<file path="config.mk">
export PLATFORM = sky130hd
export DESIGN_NAME = saa_cfg_sequencer_flat
export DESIGN_NICKNAME = d
export VERILOG_FILES = /design/src/rtl/saa_cfg_pkg.sv /design/src/rtl/saa_cfg_if.sv /design/src/rtl/saa_cfg_rom.sv /design/src/rtl/saa_cfg_sequencer.sv /design/src/flat_wrapper.sv
export SDC_FILE = /design/constraint.sdc
export NUM_CORES = 1
export LEC_CHECK = 0
export BUFFER_PORTS_ARGS = -buffer_cell sky130_fd_sc_hd__buf_2
export CORE_ASPECT_RATIO = 2
export CORE_UTILIZATION = 52
export DETAILED_ROUTE_END_ITERATION = 12
export GPL_TIMING_DRIVEN = 1
export PLACE_DENSITY = 0.82
export SLEW_MARGIN = 10
export SYNTH_ARGS = -nofsm -noshare
export SYNTH_HDL_FRONTEND = slang
export SYNTH_SLANG_ARGS = --single-unit
</file>
<file path="constraint.sdc">
create_clock -name clk -period 1.7 [get_ports clk]
set_input_delay 0.34 -clock clk [delete_from_list [all_inputs] [get_ports clk]]
set_output_delay 0.34 -clock clk [all_outputs]
set_load 0.02 [all_outputs]
</file>
<file path="src/rtl/saa_cfg_pkg.sv">
// Shared constants, state encoding and table entry layout for the SAA7111A
// power-up configuration sequencer.
package saa_cfg_pkg;

  localparam logic [6:0] DEV_ADDR    = 7'h24;
  localparam logic [7:0] DEV_WR_BYTE = {DEV_ADDR, 1'b0};
  localparam int         NUM_REGS    = 24;
  localparam int         ENTRY_W     = 16;

  typedef enum logic [3:0] {
    ST_WAIT_PWR,
    ST_IDLE,
    ST_SEND_DEV,
    ST_WAIT_DEV,
    ST_SEND_SUB,
    ST_WAIT_SUB,
    ST_SEND_DAT,
    ST_WAIT_DAT,
    ST_NEXT,
    ST_BACKOFF,
    ST_DONE,
    ST_ERROR
  } state_t;

  typedef struct packed {
    logic [7:0] sub_addr;
    logic [7:0] data;
  } entry_t;

endpackage

</file>
<file path="src/rtl/saa_cfg_if.sv">
// Command/response handshake between the configuration sequencer and the
// byte-level I2C master engine.
interface saa_cfg_if;

  logic       cmd_valid;
  logic       cmd_ready;
  logic       cmd_start;
  logic       cmd_stop;
  logic [7:0] cmd_data;
  logic       rsp_valid;
  logic       rsp_nack;

  modport master (
    output cmd_valid, cmd_start, cmd_stop, cmd_data,
    input  cmd_ready, rsp_valid, rsp_nack
  );

  modport slave (
    input  cmd_valid, cmd_start, cmd_stop, cmd_data,
    output cmd_ready, rsp_valid, rsp_nack
  );

endinterface

</file>
<file path="src/rtl/saa_cfg_rom.sv">
// Default SAA7111A register table: index -> {sub-address, data}.
// Indices past the end of the table read as all zeros.
module saa_cfg_rom
  import saa_cfg_pkg::*;
(
  input  logic [4:0]         idx,
  output logic [ENTRY_W-1:0] entry
);

  logic [7:0] data;

  always_comb begin
    data = 8'h00;
    case (idx)
      5'h01: data = 8'hC0;
      5'h02: data = 8'h23;
      5'h05: data = 8'hEB;
      5'h06: data = 8'hE0;
      5'h07: data = 8'h88;
      5'h08: data = 8'h01;
      5'h09: data = 8'h80;
      5'h0A: data = 8'h47;
      5'h0B: data = 8'h40;
      5'h0D: data = 8'h01;
      5'h10: data = 8'h0C;
      5'h11: data = 8'h09;
      default: data = 8'h00;
    endcase
  end

  assign entry = (int'(idx) < NUM_REGS) ? {3'b000, idx, data} : '0;

endmodule

</file>
<file path="src/rtl/saa_cfg_sequencer.sv">
// Walks the register table after power-up, issuing one START..STOP write per
// entry to the I2C byte engine, with NACK back-off, bounded retry and status.
module saa_cfg_sequencer
  import saa_cfg_pkg::*;
#(
  parameter int POWERUP_CYCLES = 50000,
  parameter int BACKOFF_CYCLES = 5000,
  parameter int MAX_RETRY      = 3
) (
  input  logic         clk,
  input  logic         rst_n,
  input  logic         start,
  output logic         busy,
  output logic         done,
  output logic         error,
  output logic [4:0]   err_index,
  saa_cfg_if.master    eng
);

  localparam int CNT_MAX = (POWERUP_CYCLES > BACKOFF_CYCLES) ? POWERUP_CYCLES : BACKOFF_CYCLES;
  localparam int CNT_W   = $clog2(CNT_MAX + 1);
  localparam int RETRY_W = (MAX_RETRY > 0) ? $clog2(MAX_RETRY + 1) : 1;

  state_t               state, state_d;
  logic [4:0]           idx, idx_d;
  logic [RETRY_W-1:0]   retry, retry_d;
  logic [CNT_W-1:0]     cnt, cnt_d;
  entry_t               rom_entry;

  saa_cfg_rom u_rom (
    .idx   (idx),
    .entry (rom_entry)
  );

  // NOTE: state registers use non-blocking assignments so every flop samples
  // the pre-edge values computed by the combinational block.
  always_ff @(posedge clk or negedge rst_n) begin
    if (!rst_n) begin
      state <= ST_WAIT_PWR;
      idx   <= '0;
      retry <= '0;
      cnt   <= '0;
    end else begin
      state <= state_d;
      idx   <= idx_d;
      retry <= retry_d;
      cnt   <= cnt_d;
    end
  end

  // NOTE: every variable gets a default before the case so no path can
  // leave one unassigned and infer a latch.
  always_comb begin
    state_d = state;
    idx_d   = idx;
    retry_d = retry;
    cnt_d   = cnt;

    case (state)
      ST_WAIT_PWR: begin
        if (cnt == CNT_W'(POWERUP_CYCLES - 1)) begin
          cnt_d   = '0;
          state_d = ST_IDLE;
        end else begin
          cnt_d = cnt + 1'b1;
        end
      end
      ST_IDLE: begin
        idx_d   = '0;
        retry_d = '0;
        state_d = ST_SEND_DEV;
      end
      ST_SEND_DEV: if (eng.cmd_ready) state_d = ST_WAIT_DEV;
      ST_WAIT_DEV: if (eng.rsp_valid) state_d = eng.rsp_nack ? ST_BACKOFF : ST_SEND_SUB;
      ST_SEND_SUB: if (eng.cmd_ready) state_d = ST_WAIT_SUB;
      ST_WAIT_SUB: if (eng.rsp_valid) state_d = eng.rsp_nack ? ST_BACKOFF : ST_SEND_DAT;
      ST_SEND_DAT: if (eng.cmd_ready) state_d = ST_WAIT_DAT;
      ST_WAIT_DAT: if (eng.rsp_valid) state_d = eng.rsp_nack ? ST_BACKOFF : ST_NEXT;
      ST_NEXT: begin
        retry_d = '0;
        if (idx == 5'(NUM_REGS - 1)) begin
          state_d = ST_DONE;
        end else begin
          idx_d   = idx + 5'd1;
          state_d = ST_SEND_DEV;
        end
      end
      ST_BACKOFF: begin
        // Counter is zero on entry: it is cleared whenever a wait state exits.
        if (cnt == CNT_W'(BACKOFF_CYCLES - 1)) begin
          cnt_d = '0;
          if (int'(retry) < MAX_RETRY) begin
            retry_d = retry + 1'b1;
            state_d = ST_SEND_DEV;
          end else begin
            state_d = ST_ERROR;
          end
        end else begin
          cnt_d = cnt + 1'b1;
        end
      end
      ST_DONE, ST_ERROR: if (start) state_d = ST_IDLE;
      default: state_d = ST_WAIT_PWR;
    endcase
  end

  // Status and command fields are decoded from the registered state, so they
  // stay stable for as long as a command waits for cmd_ready.
  always_comb begin
    eng.cmd_valid = 1'b0;
    eng.cmd_start = 1'b0;
    eng.cmd_stop  = 1'b0;
    eng.cmd_data  = 8'h00;
    case (state)
      ST_SEND_DEV: begin
        eng.cmd_valid = 1'b1;
        eng.cmd_start = 1'b1;
        eng.cmd_data  = DEV_WR_BYTE;
      end
      ST_SEND_SUB: begin
        eng.cmd_valid = 1'b1;
        eng.cmd_data  = rom_entry.sub_addr;
      end
      ST_SEND_DAT: begin
        eng.cmd_valid = 1'b1;
        eng.cmd_stop  = 1'b1;
        eng.cmd_data  = rom_entry.data;
      end
      default: ;
    endcase
  end

  assign busy      = !(state inside {ST_WAIT_PWR, ST_IDLE, ST_DONE, ST_ERROR});
  assign done      = (state == ST_DONE);
  assign error     = (state == ST_ERROR);
  assign err_index = (state == ST_ERROR) ? idx : 5'd0;

endmodule

</file>
<file path="src/flat_wrapper.sv">
// flat-port wrapper written by rule: the top's interface ports become plain ports
module saa_cfg_sequencer_flat import saa_cfg_pkg::*;
#(
  parameter int POWERUP_CYCLES = 50000,
  parameter int BACKOFF_CYCLES = 5000,
  parameter int MAX_RETRY      = 3
)
  (clk, rst_n, start, busy, done, error, err_index, eng_cmd_valid, eng_cmd_start, eng_cmd_stop, eng_cmd_data, eng_cmd_ready, eng_rsp_valid, eng_rsp_nack);
  saa_cfg_if eng_i ();
  input  logic clk;
  input  logic rst_n;
  input  logic start;
  output logic busy;
  output logic done;
  output logic error;
  output logic [4:0] err_index;
  output wire logic [$bits(eng_i.cmd_valid)-1:0] eng_cmd_valid;
  output wire logic [$bits(eng_i.cmd_start)-1:0] eng_cmd_start;
  output wire logic [$bits(eng_i.cmd_stop)-1:0] eng_cmd_stop;
  output wire logic [$bits(eng_i.cmd_data)-1:0] eng_cmd_data;
  input wire logic [$bits(eng_i.cmd_ready)-1:0] eng_cmd_ready;
  input wire logic [$bits(eng_i.rsp_valid)-1:0] eng_rsp_valid;
  input wire logic [$bits(eng_i.rsp_nack)-1:0] eng_rsp_nack;
  assign eng_cmd_valid = eng_i.cmd_valid;
  assign eng_cmd_start = eng_i.cmd_start;
  assign eng_cmd_stop = eng_i.cmd_stop;
  assign eng_cmd_data = eng_i.cmd_data;
  assign eng_i.cmd_ready = eng_cmd_ready;
  assign eng_i.rsp_valid = eng_rsp_valid;
  assign eng_i.rsp_nack = eng_rsp_nack;
  saa_cfg_sequencer #(.POWERUP_CYCLES(POWERUP_CYCLES), .BACKOFF_CYCLES(BACKOFF_CYCLES), .MAX_RETRY(MAX_RETRY)) u_core (.clk(clk), .rst_n(rst_n), .start(start), .busy(busy), .done(done), .error(error), .err_index(err_index), .eng(eng_i));
endmodule
</file>
==> qor_table.md, run 1 <==
| Item | This run |
|:---|:---|
| Synth Area in Simple Gates | 33.13% |
| Combined area of all synthesized cells | 2047 sq um |
| Post-synthesis share of cell area spent on full adders, half adders and majority gates | 3.667% |
| Worst endpoint kind after the last repair | primary output |
| Number of top-level pins | 25 |
| Post-Place Cells | 346 |
| Top post-synthesis cells by area | dfrtp_1, nor3_1, xnor2_1, nand2_1, a21oi_1 |
| Total nets after synthesis | 252 |
| Halt point of the flow | global routing |
| Cell chosen for the clock root | clkbuf_8 |
| Die Height | 90.73 um |
| Largest net degree at the start of global routing | 28 |
| Overflow left after global routing | 56 |
| TritonCTS Buffers | 3 |
| Largest buffer count on any clock path | 2 |
| Result of the run | did not finish |
| GRT Resource Usage Total | 72.85% |
| Number of hold buffers added after CTS | 0 |
| Count of synthesis-stage warnings from yosys | 0 |
| Post-synthesis cell type with the largest combined area | dfrtp_1 |
| Yosys top cell area share | 33.01% |
| Final RePlAce weighted congestion | 0.9408 |
| Share of flip-flops with an asynchronous set or reset after synthesis | 100.0% |
| Halt Reason | [ERROR GRT-0232] Routing congestion too high. Check the congestion heatmap in the GUI. |
| Count of buffers from port buffering | 24 |
| GRT worst endpoint | eng_cmd_data[1] |
| Post-synth cell types | 50 |
| Initial core utilization | 55.55% |
| Flop and latch count out of synthesis | 27 |
| Num Clock Sinks | 27 |
| Share of synthesized area occupied by flip-flops and latches | 33.01% |
| Post-synthesis average cell area | 8.529 sq um |
| Main combinational cell family by area after synthesis | simple AND/OR/NAND/NOR gates |
| Fraction of the mapped netlist area in compound gates | 15.83% |
| Post-synth top flop | dfrtp_1 |
| Post-DP HPWL | 4662 um |
| CTS HTree Levels | 1 |
| Number of flops mapped to enable cells by yosys | 0 |
| FP Rows | 31 |
| Width of the die | 46.37 um |
| Number of standard cells after synthesis | 240 |
| Mux contribution to synthesized area | 3.667% |
| Xor/xnor cell area share of the yosys netlist | 5.562% |
## metal layers
layer	global-route usage [%]	overflow
met1	70.30	0
met5	0	0
met4	82.11	21
met2	91.44	35
met3	46.60	0
## kinds of logic after synthesis
group                    after synthesis
adder cells (fa/ha/maj)                6
AND/OR/NAND/NOR                      112
XOR/XNOR                              13
buffers and inverters                 23
AO/OA/AOI/OAI                         52
multiplexers                           7
flip-flops                            27
## cell usage after synthesis (all sizes together), types with 2 or more instances
master,count
dfrtp,27
nand2,23
nor2,20
nor3,19
a21oi,18
o21ai,16
xnor2,10
buf,9
nand3,9
inv,8
nand4,7
clkbuf,6
ha,6
nor4,6
and2,5
nand2b,5
and4bb,4
mux2,4
nor2b,4
a21o,3
a22o,3
mux2i,3
o22ai,3
xor2,3
a22oi,2
a31o,2
and3,2
and4,2
nor3b,2
## stage by stage
| step | instance area, sq um | setup WS, ps | hold slack [ps] |
|---|---|---|---|
| global placement | 2564 | -14.43 | 375.1 |
| floorplan | 2106 | -44.88 | 44.41 |
| CTS | 2908 | -275.3 | 86.51 |
| detailed placement | 2564 | -62.25 | 384.9 |
## repair_timing
item,in CTS
pin swaps,5
resized for setup,47
setup buffers,14
gates cloned,0
setup endpoints to repair,27
==> run 2, diff against run 1 <==
--- a/config.mk
+++ b/config.mk
@@ -6,11 +6,10 @@
 export NUM_CORES = 1
 export LEC_CHECK = 0
 export BUFFER_PORTS_ARGS = -buffer_cell sky130_fd_sc_hd__buf_2
-export CORE_ASPECT_RATIO = 2
-export CORE_UTILIZATION = 52
+export CORE_UTILIZATION = 40
 export DETAILED_ROUTE_END_ITERATION = 12
 export GPL_TIMING_DRIVEN = 1
-export PLACE_DENSITY = 0.82
+export PLACE_DENSITY_LB_ADDON = 0.15
 export SLEW_MARGIN = 10
 export SYNTH_ARGS = -nofsm -noshare
 export SYNTH_HDL_FRONTEND = slang
==> constraint.sdc (replaced) <==
create_clock -name clk -period 2.21 [get_ports clk]
set_input_delay 0.442 -clock clk [delete_from_list [all_inputs] [get_ports clk]]
set_output_delay 0.442 -clock clk [all_outputs]
set_load 0.02 [all_outputs]
==> run 2 against run 1 <==
- the flow now finishes without violations
- synthesized cell count unchanged
- area after synthesis unchanged
==> qor_table.md, run 2 <==
| Item | This run |
|:---|:---|
| Result of the run | completed |
| Floorplan Core Area | 4817 sq um |
| Post-Place Cells | 327 |
| Arrival time at the worst endpoint | 1670 ps |
| RSZ-0062 raised after global routing | true |
| Reported leakage power | 1.041 nW |
| Number of standard cells after synthesis | 240 |
| Number of top-level pins | 25 |
| Worst Setup Path Type | register to primary output |
| Count of synthesis-stage warnings from yosys | 0 |
| Leading cell type by number of instances after synthesis | dfrtp_1 |
| Register-to-Register Setup Slack | 340 ps |
| Number of flops mapped to enable cells by yosys | 0 |
| Crit end category | primary output |
| Share of synthesized area occupied by flip-flops and latches | 33.01% |
| Post-synthesis average cell area | 8.529 sq um |
| Final worst clock skew | 15.26 ps |
| Number of flip-flops under the largest register name | 16 |
| Sequential cell fraction of total power | 28.5% |
| Count of buffers from port buffering | 24 |
| Number of hold buffers added after CTS | 0 |
| Commonest cells after routing, fill and taps aside | buf_2, nand2_1, dfrtp_1, nor2_1, nor3_1 |
| Yosys top cell area share | 33.01% |
| Number of pins exceeding their max-slew limit in the final report | 0 |
| Max Fclk | 474.5 MHz |
| Internal power | 0.001350 W |
| Largest net degree at the start of global routing | 28 |
| Top post-synthesis cells by area | dfrtp_1, nor3_1, xnor2_1, nand2_1, a21oi_1 |
| GRT Resource Usage Total | 18.34% |
| Post-detailed-route wirelength per cell | 13.63 um |
| Comb power frac | 60.0% |
| Total nets after synthesis | 252 |
| Sort of element at the start of the critical path | register |
| Clock tree from TritonCTS | built |
| Final hold violations | 0 |
| Share of flip-flops with an asynchronous set or reset after synthesis | 100.0% |
| Post-DP HPWL | 3358 um |
| Die Height | 73.54 um |
| Total power after layout | 0.002525 W |
| Antenna violations before repair | 0 |
| Post-synth top flop | dfrtp_1 |
| Layout Area Growth over Synthesis | 15.83% |
| Switching power as a share of total power | 46.52% |
| TritonCTS Buffers | 3 |
| Number of iterations in the first detailed-routing pass | 4 |
| Final worst path period share | 95.36% |
| Final-report setup violation count | 0 |
| Flop and latch count out of synthesis | 27 |
| Data required time of the worst path | 1770 ps |
| Hold crit path type | input pin to async pin |
| Number of nets in the layout | 280 |
| Net switching power of the design | 0.001174 W |
| Num Clock Sinks | 27 |
| Total Die Area | 5407 sq um |
| Antenna violation net count after detailed routing | 0 |
| Cell chosen for the clock root | clkbuf_8 |
| Min Tclk post-route | 2108 ps |
| Iteration-0 DRC Markers | 82 |
| Vias | 1,792 |
| Via count of the first global-routing pass | 1,661 |
| Setup Total Neg Slack | 0 ps |
| ANT cells | 0 |
| Leading cell type in the layout, fill and taps excluded | buf_2 |
| Combined area of all synthesized cells | 2047 sq um |
| Post-synth cell types | 50 |
| Clock transition at the registers of the reported paths | 100 ps |
| Width of the die | 73.54 um |
| Layout cells sized above 1 | 26.97% |
| Largest buffer count on any clock path | 2 |
| Clock share of power | 11.5% |
| Largest registers | u_core.cnt (16), u_core.idx (5), u_core.state (4) |
| FP Rows | 25 |
| Routed via count divided by cell count | 5.365 |
| Clk_lat worst skew | 280 ps |
| CTS HTree Levels | 1 |
| Overflow left after global routing | 0 |
| Final RePlAce weighted congestion | 0.7693 |
| Synth top cells by count | dfrtp_1, nand2_1, nor2_1 |
| Count of non-filler cells in the finished layout | 334 |
| Worst-Margin Slew | 637.1 ps |
| Aggregate routed wire length | 4554 um |
| Hold slack | 172.5 ps |
| Number of max-capacitance violations reported | 0 |
| Max VDD drop | 392.9 uV |
| Initial core utilization | 42.49% |
| Post-synthesis cell type with the largest combined area | dfrtp_1 |
| Global-route wire length before repair | 7686 um |
| Relative slew slack | 57.53% |
| Largest fanout on the critical path | 5 |
| Layout fillers | 492 |
| Drt drc | 0 |
| Power density over the cells | 1065 nW/um^2 |
| Register with the most flip-flops | u_core.cnt |
## run 2: routing by layer
layer  vias to the layer above  part of all wire (%)  GRT usage (%)
li1                        914                     -              -
met2                        34                    43          28.13
met1                       838                    52          26.32
met4                         0                   1.3          6.197
met3                         6                   3.1          2.743
met5                         -                     0              0
## run 2: repair_timing
item / CTS / global route
setup endpoints to repair: 3 / 9
setup buffers: 0 / 3
gates resized for setup: 3 / 11
## run 2: path summary, 6_finish.rpt
path,end,startpoint,cells after the start
max,eng_cmd_data[2],u_core.state[0]$_DFFE_PN0P_,5
min,u_core.state[2]$_DFFE_PN0P_,rst_n,1
max reg2reg,u_core.cnt[4]$_DFFE_PN0P_,u_core.cnt[0]$_DFFE_PN0P_,7
min reg2reg,u_core.cnt[13]$_DFFE_PN0P_,u_core.cnt[13]$_DFFE_PN0P_,1
max in group asynchronous,u_core.idx[4]$_DFFE_PN0P_,rst_n,1
min in group clk,u_core.cnt[13]$_DFFE_PN0P_,u_core.cnt[13]$_DFFE_PN0P_,1
## run 2: kinds of logic (layout without fill, tap and decap cells)
| group | count (synthesis) | after routing | synth area share, % |
|---|---|---|---|
| AND/OR/NAND/NOR | 112 | 112 | 33.13 |
| AO/OA/AOI/OAI | 52 | 52 | 15.83 |
| flip-flops | 27 | 27 | 33.01 |
| buffers and inverters | 23 | 50 | 5.134 |
| XOR/XNOR | 13 | 13 | 5.562 |
| multiplexers | 7 | 7 | 3.667 |
| adder cells (fa/ha/maj) | 6 | 6 | 3.667 |
## run 2: metrics by stage
step	setup slack [ps]	utilization (%)	cell area, sq um
global placement	277.5	46.88	2258
floorplan	7.216	-	2047
global route	-15.01	49.22	2371
detailed placement	255.5	46.88	2258
CTS	13.47	48.00	2312
finish	102.5	49.22	2371
## run 2: cell type report
class | instances | area [sq um] | share of cell area, %
sequential | 27 | 681.9 | 28.76
clock buffer | 3 | 41.29 | 1.741
tap | 67 | 83.83 | 3.536
clock inverter | 1 | 7.507 | 0.3166
timing repair buffer | 38 | 225.2 | 9.499
multi-input combinational | 190 | 1301 | 54.88
inverter | 8 | 30.03 | 1.266
## run 2: power groups by stage
stage | logic, W | clock network, W | registers, W
floorplan | 0.00112 | 0 | 0.000690
global placement | 0.00144 | 0 | 0.000737
detailed placement | 0.00144 | 0 | 0.000742
CTS | 0.00145 | 0.000307 | 0.000735
global route | 0.00167 | 0.000320 | 0.000744
finish | 0.00152 | 0.000290 | 0.000719
## run 2: critical path, stage by stage, from the launching register on
cell and delay, ps:
dfrtp_1 380, nand2b_1 190, or3_4 390, nor3_2 170
a21o_1 100, buf_2 160
Note: power is estimated with default switching activity, not from simulation.
==> run 3, diff against run 2 <==
--- a/config.mk
+++ b/config.mk
@@ -6,6 +6,7 @@
 export NUM_CORES = 1
 export LEC_CHECK = 0
 export BUFFER_PORTS_ARGS = -buffer_cell sky130_fd_sc_hd__buf_2
+export CORE_MARGIN = 2
 export CORE_UTILIZATION = 40
 export DETAILED_ROUTE_END_ITERATION = 12
 export GPL_TIMING_DRIVEN = 1
==> run 3 against run 2 <==
- setup slack worse by 42 ps
- highest routed layer unchanged
- routed wire length up 3.4%
- register-to-register slack worse by 20 ps
==> qor_table.md, run 3 (same netlist as run 2, synthesis figures left out) <==
| Item | This run |
|:---|:---|
| Relative slew slack | 58.26% |
| Clock transition at the registers of the reported paths | 100 ps |
| Power density over the cells | 1072 nW/um^2 |
| Max Fclk | 465.2 MHz |
| Cell chosen for the clock root | clkbuf_8 |
| FP Rows | 26 |
| Number of nets in the layout | 283 |
| Arrival time at the worst endpoint | 1710 ps |
| Final hold violations | 0 |
| Initial core utilization | 40.86% |
| Die Height | 75.54 um |
| Width of the die | 75.54 um |
| Number of max-capacitance violations reported | 0 |
| Aggregate routed wire length | 4710 um |
| Global-route wire length before repair | 7803 um |
| GRT Resource Usage Total | 17.62% |
| Largest registers | u_core.cnt (16), u_core.idx (5), u_core.state (4) |
| Data required time of the worst path | 1770 ps |
| Layout Area Growth over Synthesis | 16.69% |
| Largest net degree at the start of global routing | 28 |
| ANT cells | 0 |
| Layout cells sized above 1 | 27.78% |
| Reported leakage power | 1.060 nW |
| Post-detailed-route wirelength per cell | 13.85 um |
| Worst Setup Path Type | register to primary output |
| Iteration-0 DRC Markers | 85 |
| Total Die Area | 5706 sq um |
| Overflow left after global routing | 0 |
| Final worst clock skew | 3.919 ps |
| Sort of element at the start of the critical path | register |
| Number of top-level pins | 25 |
| Count of buffers from port buffering | 24 |
| Post-DP HPWL | 3464 um |
| Largest buffer count on any clock path | 2 |
| Min Tclk post-route | 2150 ps |
| Number of pins exceeding their max-slew limit in the final report | 0 |
| Drt drc | 0 |
| Largest fanout on the critical path | 4 |
| Total power after layout | 0.002560 W |
| Routed via count divided by cell count | 5.335 |
| Antenna violation net count after detailed routing | 0 |
| Hold slack | 162.3 ps |
| CTS HTree Levels | 1 |
| Num Clock Sinks | 27 |
| Final RePlAce weighted congestion | 0.7844 |
| Number of flip-flops under the largest register name | 16 |
| Commonest cells after routing, fill and taps aside | nand2_1, buf_2, dfrtp_1 |
| Placed instance area | 2285 sq um |
| Number of hold buffers added after CTS | 0 |
| Crit end category | primary output |
| Via count of the first global-routing pass | 1,625 |
| Max VDD drop | 803.6 uV |
| Result of the run | completed |
| TritonCTS Buffers | 3 |
| Antenna violations before repair | 0 |
| Final-report setup violation count | 0 |
| Floorplan Core Area | 5010 sq um |
| Register with the most flip-flops | u_core.cnt |
| Vias | 1,814 |
| RSZ-0062 raised after global routing | true |
| Post-route cell area | 2389 sq um |
| Hold crit path type | input pin to async pin |
| Clock tree from TritonCTS | built |
| Number of iterations in the first detailed-routing pass | 4 |
| Worst-Margin Slew | 626.2 ps |
| Final worst path period share | 97.27% |
| Clk_lat worst skew | 280 ps |
[run 3: area by class of cell]
type	count	area (sq um)
clock buffer	3	41.29
tap	70	87.58
inverter	8	30.03
clock inverter	1	7.507
multi-input combinational	190	1290
sequential	27	681.9
timing repair buffer	41	250.2
fill	489	2621
[run 3: final timing paths]
check | from | end | slack (ps) | cells past startpoint
worst min-delay path | rst_n | u_core.cnt[8]$_DFFE_PN0P_ | 160 | 1
min in group clk | u_core.cnt[13]$_DFFE_PN0P_ | u_core.cnt[13]$_DFFE_PN0P_ | 510 | 1
worst max register to register | u_core.cnt[0]$_DFFE_PN0P_ | u_core.state[1]$_DFFE_PN0P_ | 320 | 6
max in group asynchronous | rst_n | u_core.state[3]$_DFFE_PN0P_ | 1600 | 1
worst min register to register | u_core.cnt[13]$_DFFE_PN0P_ | u_core.cnt[13]$_DFFE_PN0P_ | 510 | 1
worst max-delay path | u_core.idx[1]$_DFFE_PN0P_ | eng_cmd_data[1] | 60 | 6
[run 3: critical path, stage by stage (launching register included)]
cell     delay (ps)
dfrtp_1         430
buf_4           170
ha_1            200
nor2b_1         150
a21o_1          150
a22o_1          180
buf_2           150
[run 3: where the power goes]
group          leakage, nW  internal [W]  switching [W]
combinational        0.684      0.000629       0.000901
sequential           0.354      0.000606       0.000122
clock               0.0217      0.000129       0.000174
[run 3: layer usage]
metal	part of all wire [%]	track usage, %	wire [um]
met3	2.3	2.646	106
met1	51	26.74	2425
met4	0.74	3.899	35
met5	0	0	0
met2	45	26.57	2143
[run 3: stage by stage]
stage          setup slack [ps]  instances  setup TNS, ps  util, %
2_1_floorplan             7.216        240              0        -
3_3_place_gp              286.7        333              0    45.60
3_5_place_dp              263.2        333              0    45.60
4_1_cts                  0.1882        338              0    46.78
5_1_grt                  -12.45        340         -33.23    47.68
6_report                  60.25        340              0    47.68
[run 3: repair_timing]
item,4_1_cts,5_1_grt
setup buffers,1,2
endpoints found under the hold margin,0,0
resized for setup,2,14
pin swaps,0,2
setup endpoints to repair,5,7
==> run 4, diff against run 3 <==
--- a/config.mk
+++ b/config.mk
@@ -10,7 +10,6 @@
 export CORE_UTILIZATION = 40
 export DETAILED_ROUTE_END_ITERATION = 12
 export GPL_TIMING_DRIVEN = 1
-export PLACE_DENSITY_LB_ADDON = 0.15
 export SLEW_MARGIN = 10
 export SYNTH_ARGS = -nofsm -noshare
 export SYNTH_HDL_FRONTEND = slang
==> run 4 against run 3 <==
- fmax up 1.8%
- flip-flop and latch count unchanged
- clock skew up 5.6 ps
- combinational power down 3%
- global-route usage down 1.1 points
- utilization down 0.20 points
- sequential power up 2.9%
- first-iteration DRC count up 53%
- count of clock-buffer cells in the layout unchanged
- critical path type unchanged
- largest cell class unchanged
==> qor_table.md, run 4 (same netlist as run 2, synthesis figures left out) <==
| Item | This run |
|:---|:---|
| Number of hold buffers added after CTS | 0 |
| Critical path, cell by cell | nand2b_1 > or3_4 > nor3_1 > a21o_1 > buf_2 |
| Maximum cell stage delay along the critical path | 390 ps |
| Post-detailed-route wirelength per cell | 13.32 um |
| Largest registers | u_core.cnt (16), u_core.idx (5), u_core.state (4) |
| RSZ-0062 raised after global routing | true |
| Relative slew slack | 59.77% |
| Antenna violation net count after detailed routing | 0 |
| Hold slack | 162.8 ps |
| Number of pins exceeding their max-slew limit in the final report | 0 |
| Max VDD drop | 425.7 uV |
| Register with the most flip-flops | u_core.cnt |
| Clock transition at the registers of the reported paths | 100 ps |
| Largest net degree at the start of global routing | 28 |
| Clk_lat worst skew | 280 ps |
| Largest buffer count on any clock path | 2 |
| Hold crit path type | input pin to async pin |
| Iteration-0 DRC Markers | 130 |
| Min Tclk post-route | 2111 ps |
| Total Die Area | 5706 sq um |
| Initial core utilization | 40.86% |
| Routed via count divided by cell count | 5.277 |
| FP Rows | 26 |
| Final hold violations | 0 |
| Final core area utilization | 47.48% |
| Antenna violations before repair | 0 |
| Post-route cell area | 2379 sq um |
| ANT cells | 0 |
| Number of max-capacitance violations reported | 0 |
| Largest fanout on the critical path | 5 |
| Placed instance area | 2270 sq um |
| Die Height | 75.54 um |
| Num Clock Sinks | 27 |
| Critical path's slowest cell | dfrtp_1 |
| Layout Area Growth over Synthesis | 16.20% |
| Global-route wire length before repair | 7245 um |
| Commonest cells after routing, fill and taps aside | nand2_1, buf_2, dfrtp_1, nor3_1, nor2_1 |
| Count of buffers from port buffering | 24 |
| Cell chosen for the clock root | clkbuf_8 |
| Post-Place Cells | 331 |
| Via count of the first global-routing pass | 1,502 |
| Post-DP HPWL | 3392 um |
| Power density over the cells | 1064 nW/um^2 |
| Final worst clock skew | 9.469 ps |
| Vias | 1,789 |
| Max Fclk | 473.7 MHz |
| Crit end category | primary output |
| Final-report setup violation count | 0 |
| Final RePlAce weighted congestion | 0.8913 |
| Sort of element at the start of the critical path | register |
| Number of top-level pins | 25 |
| Drt drc | 0 |
| Number of flip-flops under the largest register name | 16 |
| Number of nets in the layout | 282 |
| Worst Setup Path Type | register to primary output |
| Final worst path period share | 95.52% |
| Aggregate routed wire length | 4514 um |
| Number of iterations in the first detailed-routing pass | 4 |
| Result of the run | completed |
| Clock tree from TritonCTS | built |
| Floorplan Core Area | 5010 sq um |
| TritonCTS Buffers | 3 |
| Width of the die | 75.54 um |
| Worst-Margin Slew | 603.4 ps |
| Arrival time at the worst endpoint | 1670 ps |
| Overflow left after global routing | 0 |
| Reported leakage power | 1.048 nW |
| Data required time of the worst path | 1770 ps |
| CTS HTree Levels | 1 |
| Layout cells sized above 1 | 27.14% |
| GRT Resource Usage Total | 16.54% |
| Setup Total Neg Slack | 0 ps |
| Count of non-filler cells in the finished layout | 339 |
## run 4: final cells by class
class / count / area, sq um
well taps: 70 / 87.58
clock inverters: 1 / 7.507
inverters: 8 / 30.03
multi-input cells: 190 / 1287
repair buffers: 40 / 242.7
flip-flops and latches: 27 / 681.9
clock buffers: 3 / 41.29
fillers: 512 / 2631
## run 4: metrics by stage
step / power (W) / setup WS, ps
6_report: 0.002531 / 98.97
2_1_floorplan: 0.001815 / 7.216
5_1_grt: 0.002751 / -6.083
3_5_place_dp: 0.002189 / 258.6
4_1_cts: 0.002496 / 12.06
3_3_place_gp: 0.002182 / 282.0
## run 4: report_power, final
part           total, W  internal [W]  switching [W]
Combinational   0.00149      0.000619       0.000871
Clock          0.000292      0.000128       0.000164
Sequential     0.000749      0.000609       0.000141
Total           0.00253       0.00136        0.00118
## run 4: worst max-delay path, delay by kind of cell, from the launching register on
kind | cells | cell delay, ps
AOI/OAI and AO/OA | 1 | 100
buffers and inverters | 1 | 150
and+or+nand+nor | 3 | 740
DFF | 1 | 390
## run 4: worst paths after layout
| path | from | endpoint | slack (ps) | cells after the start |
|---|---|---|---|---|
| worst max-delay path | u_core.state[0]$_DFFE_PN0P_ | eng_cmd_data[2] | 100 | 5 |
| worst min-delay path | rst_n | u_core.cnt[3]$_DFFE_PN0P_ | 160 | 1 |
| worst max register to register | u_core.cnt[1]$_DFFE_PN0P_ | u_core.state[1]$_DFFE_PN0P_ | 300 | 6 |
| worst min register to register | u_core.cnt[13]$_DFFE_PN0P_ | u_core.cnt[13]$_DFFE_PN0P_ | 500 | 1 |
| max in group asynchronous | rst_n | u_core.state[2]$_DFFE_PN0P_ | 1610 | 1 |
| min in group clk | start | u_core.state[3]$_DFFE_PN0P_ | 500 | 3 |
## run 4: routing by layer
layer	track usage [%]	share of wire, %	up-vias	wire length, um
met5	0	0	-	0
met4	4.678	1.1	0	50
met3	1.984	3.7	4	169
met2	23.67	42	34	1918
met1	26.03	53	816	2376
li1	-	-	935	-
## run 4: timing repair
| action | CTS | global route |
|---|---|---|
| endpoints found under the setup margin | 4 | 7 |
| resized for setup | 4 | 10 |
| buffers inserted | 0 | 4 |
